$ cat config.mk
export PLATFORM = sky130hd
export DESIGN_NAME = wb_regfile
export DESIGN_NICKNAME = d
export VERILOG_FILES = /design/src/rtl/wb_regfile_pkg.sv /design/src/rtl/wb_select.sv /design/src/rtl/wb_regfile.sv
export SDC_FILE = /design/constraint.sdc
export NUM_CORES = 2
export LEC_CHECK = 0
export CAP_MARGIN = 10
export CORE_MARGIN = 4
export CORE_UTILIZATION = 26
export CTS_BUF_LIST = sky130_fd_sc_hd__clkbuf_4
export DETAILED_ROUTE_END_ITERATION = 6
export GPL_TIMING_DRIVEN = 0
export SKIP_LAST_GASP = 1
export SLEW_MARGIN = 20
export SYNTH_ARGS = -nofsm -noshare
export SYNTH_HDL_FRONTEND = slang
export SYNTH_SLANG_ARGS = --single-unit
$ cat constraint.sdc
create_clock -name clk -period 6.06 [get_ports clk]
set_clock_uncertainty 0.2 [all_clocks]
set_input_delay 1.212 -clock clk [delete_from_list [all_inputs] [get_ports clk]]
set_output_delay 1.212 -clock clk [all_outputs]
set_load 0.01 [all_outputs]
$ cat src/rtl/wb_regfile_pkg.sv
// Shared constants and helpers for the writeback register file slice.
// Latency: n/a (declarations only).
// Backpressure: n/a (declarations only).
package wb_regfile_pkg;

  localparam int NUM_REGS = 32;
  localparam int IDX_W    = 5;
  localparam int DATA_W   = 32;

  // Link destination for jal/bgezal/jalr.
  localparam logic [IDX_W-1:0]  LINK_REG = 5'd31;

  // Instruction word of a bubble or flushed slot.
  localparam logic [DATA_W-1:0] BUBBLE   = 32'h0;

  typedef enum logic [1:0] {
    WB_SRC_ALU  = 2'd0,
    WB_SRC_MEM  = 2'd1,
    WB_SRC_LINK = 2'd2
  } wb_src_e;

  // Link writes win over memory loads, which win over the ALU result.
  function automatic wb_src_e wb_src_sel(input logic is_link, input logic mem_to_reg);
    if (is_link)         return WB_SRC_LINK;
    else if (mem_to_reg) return WB_SRC_MEM;
    else                 return WB_SRC_ALU;
  endfunction

endpackage

$ cat src/rtl/wb_select.sv
// Writeback data mux and write-enable qualification.
// Latency: purely combinational, zero cycles.
// Backpressure: none; outputs follow inputs every cycle.
//
// Ports:
//   RegWrite_W, MemToReg_W, IfJal_W, IfBgezal_W, IfJalr_W : control qualifiers
//   ALU_out_W, Memdata_W, pcadd1_W                         : candidate write data
//   WriteReg_W                                             : destination index
//   wb_en_W                                                : write really happens
//   wb_data_W                                              : selected write value
module wb_select
  import wb_regfile_pkg::*;
(
  input  logic              RegWrite_W,
  input  logic              MemToReg_W,
  input  logic              IfJal_W,
  input  logic              IfBgezal_W,
  input  logic              IfJalr_W,
  input  logic [DATA_W-1:0] ALU_out_W,
  input  logic [DATA_W-1:0] Memdata_W,
  input  logic [DATA_W-1:0] pcadd1_W,
  input  logic [IDX_W-1:0]  WriteReg_W,
  output logic              wb_en_W,
  output logic [DATA_W-1:0] wb_data_W
);

  wb_src_e src;

  always_comb begin
    src = wb_src_sel(IfJal_W | IfBgezal_W | IfJalr_W, MemToReg_W);
    case (src)
      WB_SRC_LINK: wb_data_W = pcadd1_W;
      WB_SRC_MEM:  wb_data_W = Memdata_W;
      default:     wb_data_W = ALU_out_W;
    endcase
  end

  // $0 is hardwired, so a write aimed at it is not a write at all; the
  // hazard/forward unit must not see it as one either.
  assign wb_en_W = RegWrite_W && (WriteReg_W != '0);

endmodule

$ cat src/rtl/wb_regfile.sv
// 32x32 register file at the writeback stage with retired-instruction counter.
// Latency: writes land at the next rising edge; reads are combinational.
// Backpressure: none; a write is accepted every cycle wb_en_W is high.
//
// Optional feature: define WB_REGFILE_BYPASS_EN to forward the in-flight
// writeback value to a read port addressing the register being written.
//
// Ports:
//   clk, rst_n                      : clock, synchronous active-low reset
//   IR_W                            : writeback instruction (0 = bubble)
//   RegWrite_W .. WriteReg_W        : writeback controls and data candidates
//   rs_addr_D/rt_addr_D             : decode read addresses
//   rs_data_D/rt_data_D             : decode read data
//   wb_en_W, wb_data_W              : effective write enable and write value
//   retired_cnt                     : non-bubble instructions retired (wraps)
module wb_regfile
  import wb_regfile_pkg::*;
(
  input  logic              clk,
  input  logic              rst_n,
  input  logic [DATA_W-1:0] IR_W,
  input  logic              RegWrite_W,
  input  logic              MemToReg_W,
  input  logic              IfJal_W,
  input  logic              IfBgezal_W,
  input  logic              IfJalr_W,
  input  logic [DATA_W-1:0] ALU_out_W,
  input  logic [DATA_W-1:0] Memdata_W,
  input  logic [DATA_W-1:0] pcadd1_W,
  input  logic [IDX_W-1:0]  WriteReg_W,
  input  logic [IDX_W-1:0]  rs_addr_D,
  input  logic [IDX_W-1:0]  rt_addr_D,
  output logic [DATA_W-1:0] rs_data_D,
  output logic [DATA_W-1:0] rt_data_D,
  output logic              wb_en_W,
  output logic [DATA_W-1:0] wb_data_W,
  output logic [DATA_W-1:0] retired_cnt
);

  logic [DATA_W-1:0] regs [NUM_REGS];
  logic [DATA_W-1:0] retired_nxt;

  wb_select u_wb_select (
    .RegWrite_W (RegWrite_W),
    .MemToReg_W (MemToReg_W),
    .IfJal_W    (IfJal_W),
    .IfBgezal_W (IfBgezal_W),
    .IfJalr_W   (IfJalr_W),
    .ALU_out_W  (ALU_out_W),
    .Memdata_W  (Memdata_W),
    .pcadd1_W   (pcadd1_W),
    .WriteReg_W (WriteReg_W),
    .wb_en_W    (wb_en_W),
    .wb_data_W  (wb_data_W)
  );

  // Reset wins over a coincident write. Entry 0 is never written (wb_en_W
  // excludes it) and is masked on read anyway.
  always_ff @(posedge clk) begin
    if (!rst_n) begin
      for (int i = 0; i < NUM_REGS; i++) regs[i] <= '0;
    end else if (wb_en_W) begin
      regs[WriteReg_W] <= wb_data_W;
    end
  end

  always_comb begin
    rs_data_D = (rs_addr_D == '0) ? '0 : regs[rs_addr_D];
    rt_data_D = (rt_addr_D == '0) ? '0 : regs[rt_addr_D];
`ifdef WB_REGFILE_BYPASS_EN
    // wb_en_W already excludes $0, so forwarding never breaks the hardwired zero.
    if (wb_en_W && (rs_addr_D == WriteReg_W)) rs_data_D = wb_data_W;
    if (wb_en_W && (rt_addr_D == WriteReg_W)) rt_data_D = wb_data_W;
`endif
  end

  // Natural 32-bit overflow gives the wrap to zero.
  assign retired_nxt = (IR_W != BUBBLE) ? retired_cnt + 32'd1 : retired_cnt;

  always_ff @(posedge clk) begin
    if (!rst_n) retired_cnt <= '0;
    else        retired_cnt <= retired_nxt;
  end

endmodule

-- After elaboration in Yosys (flattened, before gate mapping)
Memory sizes are Yosys's and may differ from the RTL's.
Index checks and enable logic that the tools add are counted.
- bits in registers: 32
- latch bits: 0
- RAM bits: 1024
- ROM bits: 0
- input bits: 150
- output and inout port bits: 129
- memories: 1
- $add $sub $neg: 1
- multiply operators: 0
- div/mod/pow operators: 0
- order comparisons: 0
- equality and inequality tests: 2
- shifts and indexed selects: 0
- multiplexer cells: 12
- bitwise logic cells: 2
- reduce and logical (&&, ||, !) cells: 6
- memories (name ; depth ; bits a word ; read ports ; clocked after memory_dff ; wr ports ; line ; text):
    regs ; 32 ; 32 ; 2 ; 0 ; 32 ; wb_regfile.sv:40 ; logic [DATA_W-1:0] regs [NUM_REGS];
- operators by type and width (operator ; number):
    $mux W32 ; 3
    $pmux W32 S2 ; 1
    $add A32 B1 Y32 const B ; 1
    $reduce_bool A32 Y1 ; 1
    $reduce_or A32 Y1 ; 1
    $logic_not A5 Y1 ; 2
    $mux W1 ; 6
    $mux W5 ; 1
    $reduce_bool A5 Y1 ; 1
    $eq A2 B1 Y1 const B ; 1
    $eq A2 B2 Y1 const B ; 1
    $mux W2 ; 1
    $or A1 B1 Y1 ; 2
    $logic_and A1 B1 Y1 ; 1

-- Depth between registers and ports, before layout
- depth in word-level cells: 7
- depth in mapped cells: 9
- depth with buffers taken out: 5

-- Hierarchy
A second synthesis with hierarchy kept.
- cell total of the unflattened synthesis: 3824
- area total of the unflattened synthesis: 57019.7 µm²
- by module, submodules not included (module ; times used ; cells an instance ; area each (µm²) ; sequential area each (µm²)):
    wb_regfile ; 1 ; 3750 ; 55937.4 ; 31390.1
    wb_select ; 1 ; 74 ; 1082.3 ; 0.0

-- Worst setup path before layout
OpenSTA, ideal clock, no wires.
- path type: input -> output
- start point: input port rt_addr_D[1]
- end point: output port rt_data_D[30]
- data arrival time: 2.771 ns
- data required time: 4.648 ns
- slack: 1.877 ns
- cell stages on the path: 7
- cells stage by stage: clkbuf_1 -> buf_2 -> buf_2 -> buf_2 -> mux4_2 -> a221oi_1 -> a21oi_1
- cells in the longest elaborated chain, start to end: 2
- ends and longest elaborated chain (what ; line ; text):
    start, declared ; wb_regfile.sv:32 ; input logic [IDX_W-1:0] rt_addr_D,
    $mem_v2 Z32 W32 / $logic_not A5 Y1 (equally long branches) ; - ;
    $mux W32 (*) ; wb_regfile.sv:69 ; rt_data_D = (rt_addr_D == '0) ? '0 : regs[rt_addr_D];
    end, declared ; wb_regfile.sv:34 ; output logic [DATA_W-1:0] rt_data_D,
Mark *: on every way between the ends. The rest lies on a longest branch, timed or not.

-- Worst setup path after layout
- start point: input port rt_addr_D[2]
- end point: output port rt_data_D[0]
Same word-level chain as after synthesis.

==> out/metrics.cfg <==
[synth]
ys_seq_area_share_pct = 57.5
async_flop_share_pct = 0
ys_ff_latch = 1025
synth_nets = 4075
ys_types = 54
yosysWarnings = 0
synth_most_common_cell = nor2_1
synth_area_leaders = edfxtp_1, mux4_2, nor2_1
synth_top_family_by_area = multiplexers
synth_adder_area_share_pct = 0.0236
yosysTopAreaCell = edfxtp_1
synthMuxAreaShare_pct = 23.5
synthXorXnorAreaFrac_pct = 0.182
ys_top_cells_by_count = nor2_1, edfxtp_1, mux4_2
synth-simple-area-share_pct = 10.8
synth_ff_type = edfxtp_1
syn_area_sq_um = 53000
synth_edf_count = 993
synthCells = 3924
synth_area_per_cell_sq_um = 13.5
synth_top_area_share_pct = 56.3
synth-compound-area-share_pct = 4.47

[floorplanning]
start_util_pct = 26.2
die_w_microns = 459
die_area_sq_um = 211000
die_y_microns = 459
io_pins = 279
fp.coreArea_sq_um = 202000
num_rows = 165

[critical_path]
end_kind = output port
slowest_stage = buf_1
worst_path_most_repeated_cell = buf_2
path_class = in2out
cp.arrival_ns = 4.84
reg2regPathDepth = 6
cp.required_ns = 4.65
max_stage_delay_ns = 0.79
path_max_fanout = 10
path_cells = buf_2, buf_2, buf_1, mux4_2, mux2i_1, a221oi_1, clkdlybuf4s50_1
start_kind = input port

[clock_network]
insertion_delay_ns = 1.31
cts_buffers = 308
cts-root-buf = clkbuf_4
clock_sinks = 1025
cts_tree = built
cts_setup_buffers = 0
path_clk_slew_ns = 0.06
h-tree-depth = 5
cts_hold_buf = 0
cts_buffer_depth = 4

[route]
vias_per_cell = 5.55
num_vias = 41100
dr.pass1.iters = 6
first_iter_violations = 6544
routed_wl_mm = 250
wire_per_inst_microns = 33.8
route.detailed.drc = 0
ant_nets = 0

[layout]
multi_input_area_sq_um = 21100
seq_area_sq_um = 30500
drive_above_1_share_pct = 27.3
syn2layout_area_growth_pct = 20.8
finalNonFillerCells = 7411
nNetsFinal = 4688
fillCellCount = 20400

[job]
cap_violations = 0

[grt]
antenna_found_initial = 10
grt_pass1_wl_mm = 333
grt_max_degree = 33
grt.total_usage_pct = 23.1
grt_pass1_vias = 40100
grt_overflow = 0

[sta]
fin_ws_ns = -0.193
rsz0062_at_grt = no
slew_viol_final = 0
setup_violations = 21
tightest_slew_ns = 1.29
hold_viol = 0
slew_headroom_pct = 14.3
fmax_mhz = 160
timing.final.crit_share_pct = 103
fin_crit_ns = 6.25

[placement]
place_congestion = 1.05
dpl.cell_count = 6899
hpwl_mm = 187
port_buffers = 269

[power]
powerDensity_nw_per_um2 = 281
p_leak_nw = 22.3
peakVddDrop_v = 0.000223
total_power_mw = 18.0

[run_status]
outcome = finished with violations
violations = negative setup slack

[hold_path]
hold_depth = 2
hold_path_class = reg2reg

## critical path, delay by kind of cell
family / cells / cell delay [ns]
muxes: 2 / 0.59
buffers and inverters: 4 / 2.34
AOI/OAI and AO/OA: 1 / 0.67
## flip-flops by register name, summed over array words and instances, names as in the netlist
| name | flops |
|---|---|
| regs | 993 |
| retired_cnt | 32 |
## stage by stage
stage | hold slack, ns | instance area [sq um] | worst slack [ns] | util (%) | TNS, ns
after floorplan | 0.296 | 53000 | 1.88 | - | 0
after global routing | 0.320 | 64000 | 0.00559 | 31.6 | 0
final | 0.288 | 64000 | -0.193 | 31.6 | -1.10
after detailed placement | 0.284 | 59900 | -1.21 | 29.6 | -34.66
after global placement | 0.287 | 59000 | -2.52 | 29.2 | -1177.69
after CTS | 0.297 | 63800 | -0.141 | 31.6 | -0.261
## cells by family after synthesis
family,Yosys count
XOR/XNOR,11
flip-flops,1025
adder cells (fa/ha/maj),1
other,1
AO/OA/AOI/OAI,317
AND/OR/NAND/NOR,1445
multiplexers,675
buffers and inverters,449
## layer usage
metal | share of wire [%] | track usage [%] | vias to the layer above
met5 | 0.024 | 0 | -
met4 | 8.1 | 15.8 | 6
met3 | 12 | 7.25 | 596
met2 | 44 | 34.3 | 3305
met1 | 36 | 28.8 | 21000
li1 | - | - | 16200
## timing repair
item / CTS / global route
resized for setup: 105 / 41
gates cloned: 0 / 0
setup endpoints to repair: 71 / 42
## cell type report
class,count,area share [%]
Buffer,410,2.87
Timing Repair Buffer,303,5.34
Clock inverter,41,0.288
Multi-Input combinational cell,2450,33.0
Sequential cell,1025,47.6
Tap cell,2672,5.23
Antenna cell,17,0.0665
Inverter,39,0.229
Clock buffer,454,5.33
## layout by cell type, fill, tap and decap left out, types with 9 or more instances in the layout
cell type	count
clkinv_1	35
a221oi_2	15
a221o_1	19
nand2_2	27
inv_2	33
buf_2	93
o21ai_0	25
mux2i_1	160
nor4_1	12
diode_2	17
nand2_1	265
clkbuf_2	49
clkbuf_1	229
mux4_2	450
and3_1	23
a21oi_1	62
buf_4	18
or4_1	10
a22oi_1	21
clkdlybuf4s50_1	269
buf_16	15
o211ai_1	28
and2_1	9
o31ai_1	9
a221oi_1	22
buf_12	12
clkbuf_4	461
o2111a_1	41
nor2_1	1050
buf_1	12
nand4_1	9
o2111ai_1	15
dfxtp_1	32
edfxtp_1	993
mux2_2	62
o21ai_1	29
## worst paths after layout
path                                       from               to  slack [ns]
worst max-delay path               rt_addr_D[2]     rt_data_D[0]       -0.19
worst min-delay path            retired_cnt[31]  retired_cnt[31]        0.29
worst max register to register   retired_cnt[6]  retired_cnt[21]        3.58
worst min register to register  retired_cnt[31]  retired_cnt[31]        0.29
## power breakdown
| group | total [mW] | switching (mW) | internal, mW | leakage, nW |
|---|---|---|---|---|
| Sequential | 8.32 | 0.186 | 8.14 | 9.70 |
| Clock | 6.60 | 3.18 | 3.42 | 2.18 |
| Combinational | 3.07 | 2.00 | 1.07 | 10.4 |
| Total | 18.0 | 5.37 | 12.6 | 22.3 |
(Power assumes the default switching activity.)
